==> config.mk <==
export PLATFORM = sky130hd
export DESIGN_NAME = video_dram_arb
export DESIGN_NICKNAME = d
export VERILOG_FILES = /design/src/rtl/video_arb_pkg.sv /design/src/rtl/video_arb_prio.sv /design/src/rtl/video_dram_arb.sv
export SDC_FILE = /design/constraint.sdc
export NUM_CORES = 1
export LEC_CHECK = 0
export BUFFER_PORTS_ARGS = -buffer_cell sky130_fd_sc_hd__buf_2
export CORE_MARGIN = 1
export CORE_UTILIZATION = 46
export DETAILED_ROUTE_END_ITERATION = 10
export PLACE_DENSITY = 0.82
export SYNTH_ARGS = -nofsm -noshare
export SYNTH_HDL_FRONTEND = slang
export SYNTH_SLANG_ARGS = --single-unit
==> constraint.sdc <==
create_clock -name clk -period 1.87 [get_ports clk]
set_input_delay 0.374 -clock clk [delete_from_list [all_inputs] [get_ports clk]]
set_output_delay 0.374 -clock clk [all_outputs]
set_load 0.03 [all_outputs]
==> src/rtl/video_arb_pkg.sv <==
// Shared types and constants for the video DRAM arbiter: owner encoding,
// DRAM cycle phase markers and the handshake pulse bundle.
package video_arb_pkg;

  localparam int AW_DEF = 21;
  localparam int DW_DEF = 16;
  localparam int BW_W   = 5;

  // Phase whose closing edge takes the grant decision; phase that carries mem_rd.
  localparam logic [1:0] PH_ARB = 2'd2;
  localparam logic [1:0] PH_GO  = 2'd0;

  typedef enum logic [2:0] {
    IDLE,
    VIDEO,
    TM,
    TS,
    CPU
  } owner_e;

  typedef struct packed {
    logic video_pre_next;
    logic video_next;
    logic video_strobe;
    logic tm_next;
    logic tm_strobe;
    logic ts_pre_next;
    logic ts_next;
    logic ts_strobe;
    logic cpu_next;
    logic cpu_strobe;
  } hs_t;

  // Only video and TS get an early warning one clock before their slot.
  function automatic hs_t hs_pre(owner_e o);
    hs_t h = '0;
    h.video_pre_next = (o == VIDEO);
    h.ts_pre_next    = (o == TS);
    return h;
  endfunction

  function automatic hs_t hs_next(owner_e o);
    hs_t h = '0;
    h.video_next = (o == VIDEO);
    h.tm_next    = (o == TM);
    h.ts_next    = (o == TS);
    h.cpu_next   = (o == CPU);
    return h;
  endfunction

  function automatic hs_t hs_strobe(owner_e o);
    hs_t h = '0;
    h.video_strobe = (o == VIDEO);
    h.tm_strobe    = (o == TM);
    h.ts_strobe    = (o == TS);
    h.cpu_strobe   = (o == CPU);
    return h;
  endfunction

endpackage

==> src/rtl/video_arb_prio.sv <==
// Fixed-priority selection of the next DRAM cycle owner. The Z80 low-priority
// flag decides whether a pending CPU access may jump ahead of TS.
module video_arb_prio
  import video_arb_pkg::*;
(
  input  logic   video_pend_i,
  input  logic   tm_req_i,
  input  logic   ts_req_i,
  input  logic   cpu_req_i,
  input  logic   ts_z80_lp_i,
  output owner_e owner_o
);

  always_comb begin
    // NOTE: default first so every path assigns owner_o and no latch is inferred.
    owner_o = IDLE;
    if (video_pend_i) begin
      owner_o = VIDEO;
    end else if (tm_req_i) begin
      owner_o = TM;
    end else if (ts_req_i && !ts_z80_lp_i) begin
      owner_o = TS;
    end else if (cpu_req_i) begin
      owner_o = CPU;
    end else if (ts_req_i) begin
      owner_o = TS;
    end
  end

endmodule

==> src/rtl/video_dram_arb.sv <==
// Video DRAM responder: 4-clock DRAM cycles, one owner per cycle, registered
// address/read strobe and per-requester pre_next/next/strobe pulses.
module video_dram_arb
  import video_arb_pkg::*;
#(
  parameter int AW = AW_DEF,
  parameter int DW = DW_DEF
) (
  input  logic            clk,
  input  logic            res_n,
  input  logic            video_go,
  input  logic [BW_W-1:0] video_bw,
  input  logic [AW-1:0]   video_addr,
  input  logic            tm_req,
  input  logic [AW-1:0]   tm_addr,
  input  logic            ts_req,
  input  logic [AW-1:0]   ts_addr,
  input  logic            ts_z80_lp,
  input  logic            cpu_req,
  input  logic [AW-1:0]   cpu_addr,
  input  logic [DW-1:0]   mem_rdata,
  output logic [AW-1:0]   mem_addr,
  output logic            mem_rd,
  output logic [1:0]      cyc_ph,
  output logic [DW-1:0]   dram_rdata,
  output logic            video_pre_next,
  output logic            video_next,
  output logic            video_strobe,
  output logic            tm_next,
  output logic            tm_strobe,
  output logic            ts_pre_next,
  output logic            ts_next,
  output logic            ts_strobe,
  output logic            cpu_next,
  output logic            cpu_strobe
);

  logic [1:0]      ph_q, ph_d;
  logic [BW_W-1:0] vcnt_q, vcnt_d;
  owner_e          grant_q, grant_d;   // decided at PH_ARB, takes effect at PH_GO
  owner_e          owner_q, owner_d;   // owner of the DRAM cycle in progress
  logic [AW-1:0]   mem_addr_q, mem_addr_d;
  logic            mem_rd_q, mem_rd_d;
  logic [DW-1:0]   rdata_q, rdata_d;
  hs_t             hs_q, hs_d;

  owner_e          decision;
  logic [AW-1:0]   grant_addr;

  video_arb_prio u_prio (
    .video_pend_i (vcnt_q != '0),
    .tm_req_i     (tm_req),
    .ts_req_i     (ts_req),
    .cpu_req_i    (cpu_req),
    .ts_z80_lp_i  (ts_z80_lp),
    .owner_o      (decision)
  );

  always_comb begin
    grant_addr = mem_addr_q;
    case (grant_q)
      VIDEO:   grant_addr = video_addr;
      TM:      grant_addr = tm_addr;
      TS:      grant_addr = ts_addr;
      CPU:     grant_addr = cpu_addr;
      default: grant_addr = mem_addr_q;
    endcase
  end

  always_comb begin
    ph_d       = ph_q + 2'd1;
    vcnt_d     = vcnt_q;
    grant_d    = grant_q;
    owner_d    = owner_q;
    mem_addr_d = mem_addr_q;
    mem_rd_d   = 1'b0;
    rdata_d    = rdata_q;
    hs_d       = '0;

    // Closing edge of the data phase: latch read data, strobe the current
    // owner and pick who gets the following DRAM cycle.
    if (ph_q == PH_ARB) begin
      grant_d = decision;
      if (decision == VIDEO) begin
        vcnt_d = vcnt_q - 1'b1;
      end
      if (owner_q != IDLE) begin
        rdata_d = mem_rdata;
      end
      hs_d = hs_t'(hs_pre(decision) | hs_strobe(owner_q));
    end

    // Cycle boundary: the granted requester's address is sampled here and
    // it is told to advance with its _next pulse.
    if (ph_d == PH_GO) begin
      owner_d = grant_q;
      hs_d    = hs_next(grant_q);
      if (grant_q != IDLE) begin
        mem_rd_d   = 1'b1;
        mem_addr_d = grant_addr;
      end
    end

    // A new burst always wins over the running count, including its decrement.
    if (video_go) begin
      vcnt_d = video_bw;
    end
  end

  always_ff @(posedge clk or negedge res_n) begin
    if (!res_n) begin
      ph_q       <= '0;
      vcnt_q     <= '0;
      grant_q    <= IDLE;
      owner_q    <= IDLE;
      mem_addr_q <= '0;
      mem_rd_q   <= 1'b0;
      rdata_q    <= '0;
      hs_q       <= '0;
    end else begin
      // NOTE: non-blocking so every register samples pre-edge values together.
      ph_q       <= ph_d;
      vcnt_q     <= vcnt_d;
      grant_q    <= grant_d;
      owner_q    <= owner_d;
      mem_addr_q <= mem_addr_d;
      mem_rd_q   <= mem_rd_d;
      rdata_q    <= rdata_d;
      hs_q       <= hs_d;
    end
  end

  assign cyc_ph         = ph_q;
  assign mem_addr       = mem_addr_q;
  assign mem_rd         = mem_rd_q;
  assign dram_rdata     = rdata_q;
  assign video_pre_next = hs_q.video_pre_next;
  assign video_next     = hs_q.video_next;
  assign video_strobe   = hs_q.video_strobe;
  assign tm_next        = hs_q.tm_next;
  assign tm_strobe      = hs_q.tm_strobe;
  assign ts_pre_next    = hs_q.ts_pre_next;
  assign ts_next        = hs_q.ts_next;
  assign ts_strobe      = hs_q.ts_strobe;
  assign cpu_next       = hs_q.cpu_next;
  assign cpu_strobe     = hs_q.cpu_strobe;

endmodule
Word-level counts from Yosys, hierarchy flattened
Cells that the tools add are included.
{"block": "totals", "out_inout_bits": 50, "reg_bits": 61}
{"block": "op_classes", "add_sub_neg": 2, "reduce_logical": 12, "n_eq_ne": 11, "mux": 13, "n_bitwise": 1}
{"cell": "$pmux W21 S4", "n": 1}
{"cell": "$mux W10", "n": 2}
{"cell": "$eq A3 B2 Y1 const B", "n": 5}
{"cell": "$mux W5", "n": 3}
{"cell": "$mux W3", "n": 4}
{"cell": "$or A10 B8 Y10", "n": 1}
{"cell": "$eq A3 B1 Y1 const B", "n": 3}
{"cell": "$eq A3 B3 Y1 const B", "n": 2}
{"cell": "$reduce_bool A3 Y1", "n": 2}
{"cell": "$reduce_bool A5 Y1", "n": 1}
{"cell": "$sub A5 B1 Y5 const B", "n": 1}
{"cell": "$reduce_and A2 Y1", "n": 2}
{"cell": "$reduce_bool A2 Y1", "n": 2}
{"cell": "$reduce_bool A4 Y1", "n": 1}
{"cell": "$reduce_and A3 Y1", "n": 1}
{"cell": "$add A2 B1 Y2 const B", "n": 1}
{"cell": "$eq A2 B2 Y1 const B", "n": 1}
{"cell": "$logic_not A2 Y1", "n": 1}
{"cell": "$mux W1", "n": 2}
{"cell": "$mux W2", "n": 1}
{"cell": "$logic_and A1 B1 Y1", "n": 1}
{"cell": "$logic_not A1 Y1", "n": 1}

Longest topological paths before layout
{"block": "depth", "ltp_word": 9, "ltp_mapped": 6}

Modules after synthesis
A second synthesis with hierarchy kept.
{"block": "hier_totals", "cells_unflattened": 274, "hier_area_um2": 3298.2}
{"mod": "video_dram_arb", "area_per_inst_um2": 3243.1, "seq_area_each_um2": 1526.5, "cells_per_inst": 268, "instances": 1}
{"mod": "video_arb_prio", "area_per_inst_um2": 55.1, "seq_area_each_um2": 0.0, "cells_per_inst": 6, "instances": 1}

Worst setup path before layout
Ideal clock, no wire load.
{"block": "synth_timing", "path_type": "flip-flop to flip-flop", "from": "reg ph_q[0] (netlist: cyc_ph[0])", "to": "reg vcnt_q[3]", "setup_ns": 0.079, "setup_slack_ns": 0.080, "stages_incl_launch_ff": 6, "t_required_ns": 1.791, "n_path_buf": 0, "synth_period_minus_slack_ns": 1.790, "t_arrival_ns": 1.711, "path_cell_list": "dfrtp_1 inv_1 ha_1 or4b_1 or3_1 a2bb2oi_1"}
{"block": "synth_between", "elab_chain_cells": 3}
{"element": "start, declared", "line": "video_dram_arb.sv:38", "rtl": "logic [1:0] ph_q, ph_d;"}
{"element": "start signal, assigned", "line": "video_dram_arb.sv:122", "rtl": "ph_q <= ph_d;"}
{"element": "$eq A2 B2 Y1", "line": "video_dram_arb.sv:82", "rtl": "if (ph_q == PH_ARB) begin"}
{"element": "$reduce_bool A2 Y1 (no line)"}
{"element": "$reduce_and A2 Y1 (no line)"}
{"element": "end signal, assigned", "line": "video_dram_arb.sv:123", "rtl": "vcnt_q <= vcnt_d;"}
{"element": "end, declared", "line": "video_dram_arb.sv:39", "rtl": "logic [BW_W-1:0] vcnt_q, vcnt_d;"}
Every way passes these cells.
A chain may end at the register's enable or synchronous reset.

Final worst setup path
{"block": "layout_timing", "from": "reg vcnt_q[1]", "to": "reg vcnt_q[2]"}
{"block": "layout_between", "elab_chain_cells": 5}
{"element": "parallel branches: the longest is 5 deep, another holds $sub A5 B1 Y5"}
Parallel ways; which one is timed is not known. The select of a mux whose other input is x is not followed.

==> results.sh <==
export IMPL_outcome="finished, violations left"
export IMPL_violations="DRC"
export IMPL_async_reset_ff_share_pct=100
export IMPL_min_period_ns=1.70
export IMPL_cp_slowest_stage_delay_ns=0.60
export IMPL_grt_start_max_net_pins=41
export IMPL_relSlewSlack_pct=52.1
export IMPL_die_h_um=84.6
export IMPL_antenna_found_initial=0
export IMPL_dieArea_sq_mm=0.00715
export IMPL_cts_buffers=9
export IMPL_synthFlopType="dfrtp_1"
export IMPL_start_util_pct=48.6
export IMPL_synthCells=275
export IMPL_fin_ws_ns=0.174
export IMPL_post_cts_buffers=0
export IMPL_synth_fp_nets=390
export IMPL_grt_pass1_vias=2901
export IMPL_cp_max_fo=4
export IMPL_cts_tree="built"
export IMPL_syn_area_per_cell_sq_um=11.4
export IMPL_reg2reg_from="vcnt_q[1]"
export IMPL_clock_fmax_mhz=590
export IMPL_port_buffers=161
export IMPL_rows=29
export IMPL_pre_cts_ws_ns=0.221
export IMPL_drtAntennaViolNets=0
export IMPL_rsz0062_at_grt="false"
export IMPL_required_ns=2.07
export IMPL_r2r_end="vcnt_q[2]"
export IMPL_core_sq_mm=0.00646
export IMPL_crit_family="simple AND/OR/NAND/NOR gates"
export IMPL_wl_per_cell_um=15.1
export IMPL_startpoint_type="flop"
export IMPL_ys_types=42
export IMPL_vdd_ir_drop_max_uv=508
export IMPL_cts_path_max_buffers=2
export IMPL_crit_path_top_delay_cell="nor4b_1"
export IMPL_reg2reg_depth=5
export IMPL_power_density_mw_per_mm2=760
export IMPL_maxCapViolations=0
export IMPL_clkSlewWorstSetupHoldPaths_ns=0.07
export IMPL_fin_skew_ns=0.00761
export IMPL_diodes=0
export IMPL_insertion_delay_ns=0.32
export IMPL_min_path_type="in -> async"
export IMPL_io_pins=162
export IMPL_critPathBufInv=1
export IMPL_drv_slew=0
export IMPL_cts_sinks=61
export IMPL_cp_arrival_ns=1.89
export IMPL_p_leak_nw=2.31
export IMPL_seq_area_frac_synth_pct=48.7
export IMPL_rrSetupSlack_ns=0.17
export IMPL_area_delta_synth_final_pct=36.5
export IMPL_grt_remaining_overflow=0
export IMPL_nNetsFinal=555
export IMPL_routabilityCongestion=0.845
export IMPL_worstMarginPinSlew_ns=0.708
export IMPL_hpwl_um=5880
export IMPL_vias=2785
export IMPL_hold_violations=0
export IMPL_drive_above_1_share_pct=52.1
export IMPL_synth_area_leader_cell="dfrtp_1"
export IMPL_netlist_top_cells_area="dfrtp_1 (49%), mux2_2 (13%), mux2i_1 (6.4%), a221oi_1 (5.6%), nor2b_1 (4.8%)"
export IMPL_drt_pass1_iterations=8
export IMPL_final_common_cell="buf_2"
export IMPL_path_cells="inv_1 -> ha_1 -> nor4b_1 -> or3_1 -> a31oi_1"
export IMPL_synth_edf_count=0
export IMPL_cts_max_level=3
export IMPL_setup_viol=0
export IMPL_final_cell_mix="buf_2 (161), dfrtp_1 (61), mux2_2 (37)"
export IMPL_grt_pass1_wl_um=13400
export IMPL_ys_warnings_count=0
export IMPL_wl_um=7900
export IMPL_fill_cells=554
export IMPL_grt_total_usage_pct=23.7
export IMPL_post_cts_resized=0
export IMPL_crit_type="reg -> reg"
export IMPL_drtIter0Drc=149
export IMPL_fp_dieW_um=84.6
export IMPL_fin_crit_sh_pct=90.7
export IMPL_syn_cell_area_sq_mm=0.00314
export IMPL_drc_errors=8
export IMPL_netlist_area_leader_share_pct=48.7
export IMPL_vias_per_cell=5.34
export IMPL_synth_seq_cells=61
export IMPL_cts_root_buf="clkbuf_8"
export IMPL_end_kind="flop"
export IMPL_hold_ws_ns=0.0579
export IMPL_fin_tns_setup_ns=0
export IMPL_cts_hold_buf=0
-- cell usage after synthesis (all sizes together), types with 6 or more instances --
| master | number |
|---|---|
| buf | 13 |
| inv | 8 |
| nor2b | 24 |
| mux2i | 20 |
| nor3 | 23 |
| mux2 | 38 |
| and3 | 6 |
| nor2 | 7 |
| clkbuf | 9 |
| dfrtp | 61 |
| a221oi | 20 |
| nand2 | 8 |
-- worst max path at each step --
stage                     depth (start not counted)         to      start
after floorplan                                   5  vcnt_q[3]  cyc_ph[0]
after CTS                                         5  vcnt_q[1]  vcnt_q[0]
final                                             5  vcnt_q[2]  vcnt_q[1]
after global placement                            5  vcnt_q[3]  cyc_ph[0]
after detailed placement                          5  vcnt_q[1]  vcnt_q[0]
after global routing                              5  vcnt_q[2]  vcnt_q[0]
-- where the power goes --
| part | internal [W] | switching, W | leakage [nW] | total [W] |
|---|---|---|---|---|
| Clock | 0.000757 | 0.000527 | 0.110 | 0.00128 |
| Combinational | 0.000235 | 0.000301 | 1.46 | 0.000536 |
| Sequential | 0.00139 | 0.0000424 | 0.740 | 0.00144 |
| Total | 0.00239 | 0.000871 | 2.31 | 0.00326 |
-- flip-flops by register name, indices dropped and copies added (netlist names), 2 cells and up --
name and cells:
vcnt_q 5, dram_rdata 16, owner_q 3, mem_addr 21, grant_q 3, cyc_ph 2
-- layer usage --
| metal | up-vias | GRT usage, % | wire length, um |
|---|---|---|---|
| met5 | - | 0 | 0 |
| met3 | 10 | 5.90 | 396 |
| met1 | 1334 | 28.7 | 3330 |
| met2 | 97 | 40.9 | 4060 |
| li1 | 1344 | - | - |
| met4 | 0 | 8.78 | 115 |
-- cells by family after synthesis --
group           Yosys count  synth area share [%]
compound gates           38                  9.89
fa+ha+maj                 3                  1.20
buf+inv                  30                  4.67
flops                    61                  48.7
mux                      58                  20.0
simple gates             85                  15.6
-- metrics by stage --
step	util (%)	cells	total power, W	instance area (sq um)
final	66.3	522	0.00326	4280
after global routing	66.3	522	0.00342	4280
after CTS	66.3	522	0.00329	4280
after detailed placement	62.9	506	0.00200	4060
after global placement	62.9	506	0.00198	4060
after floorplan	-	275	0.00175	3140
-- cell type report --
class / count / area (sq um) / area share, %
Sequential cell: 61 / 1530 / 35.6
Multi-Input combinational cell: 184 / 1460 / 34.2
Timing Repair Buffer: 176 / 943 / 22.0
Clock buffer: 9 / 124 / 2.89
Clock inverter: 7 / 98.8 / 2.31
Tap cell: 77 / 96.3 / 2.25
Inverter: 8 / 30.0 / 0.701
-- worst reg2reg max path, cell delays in order (launching register included) --
cell and delay (ns):
dfrtp_1 0.41, inv_1 0.08, ha_1 0.18, nor4b_1 0.60, or3_1 0.21, a31oi_1 0.09
Power figures use the tool's default switching activity.
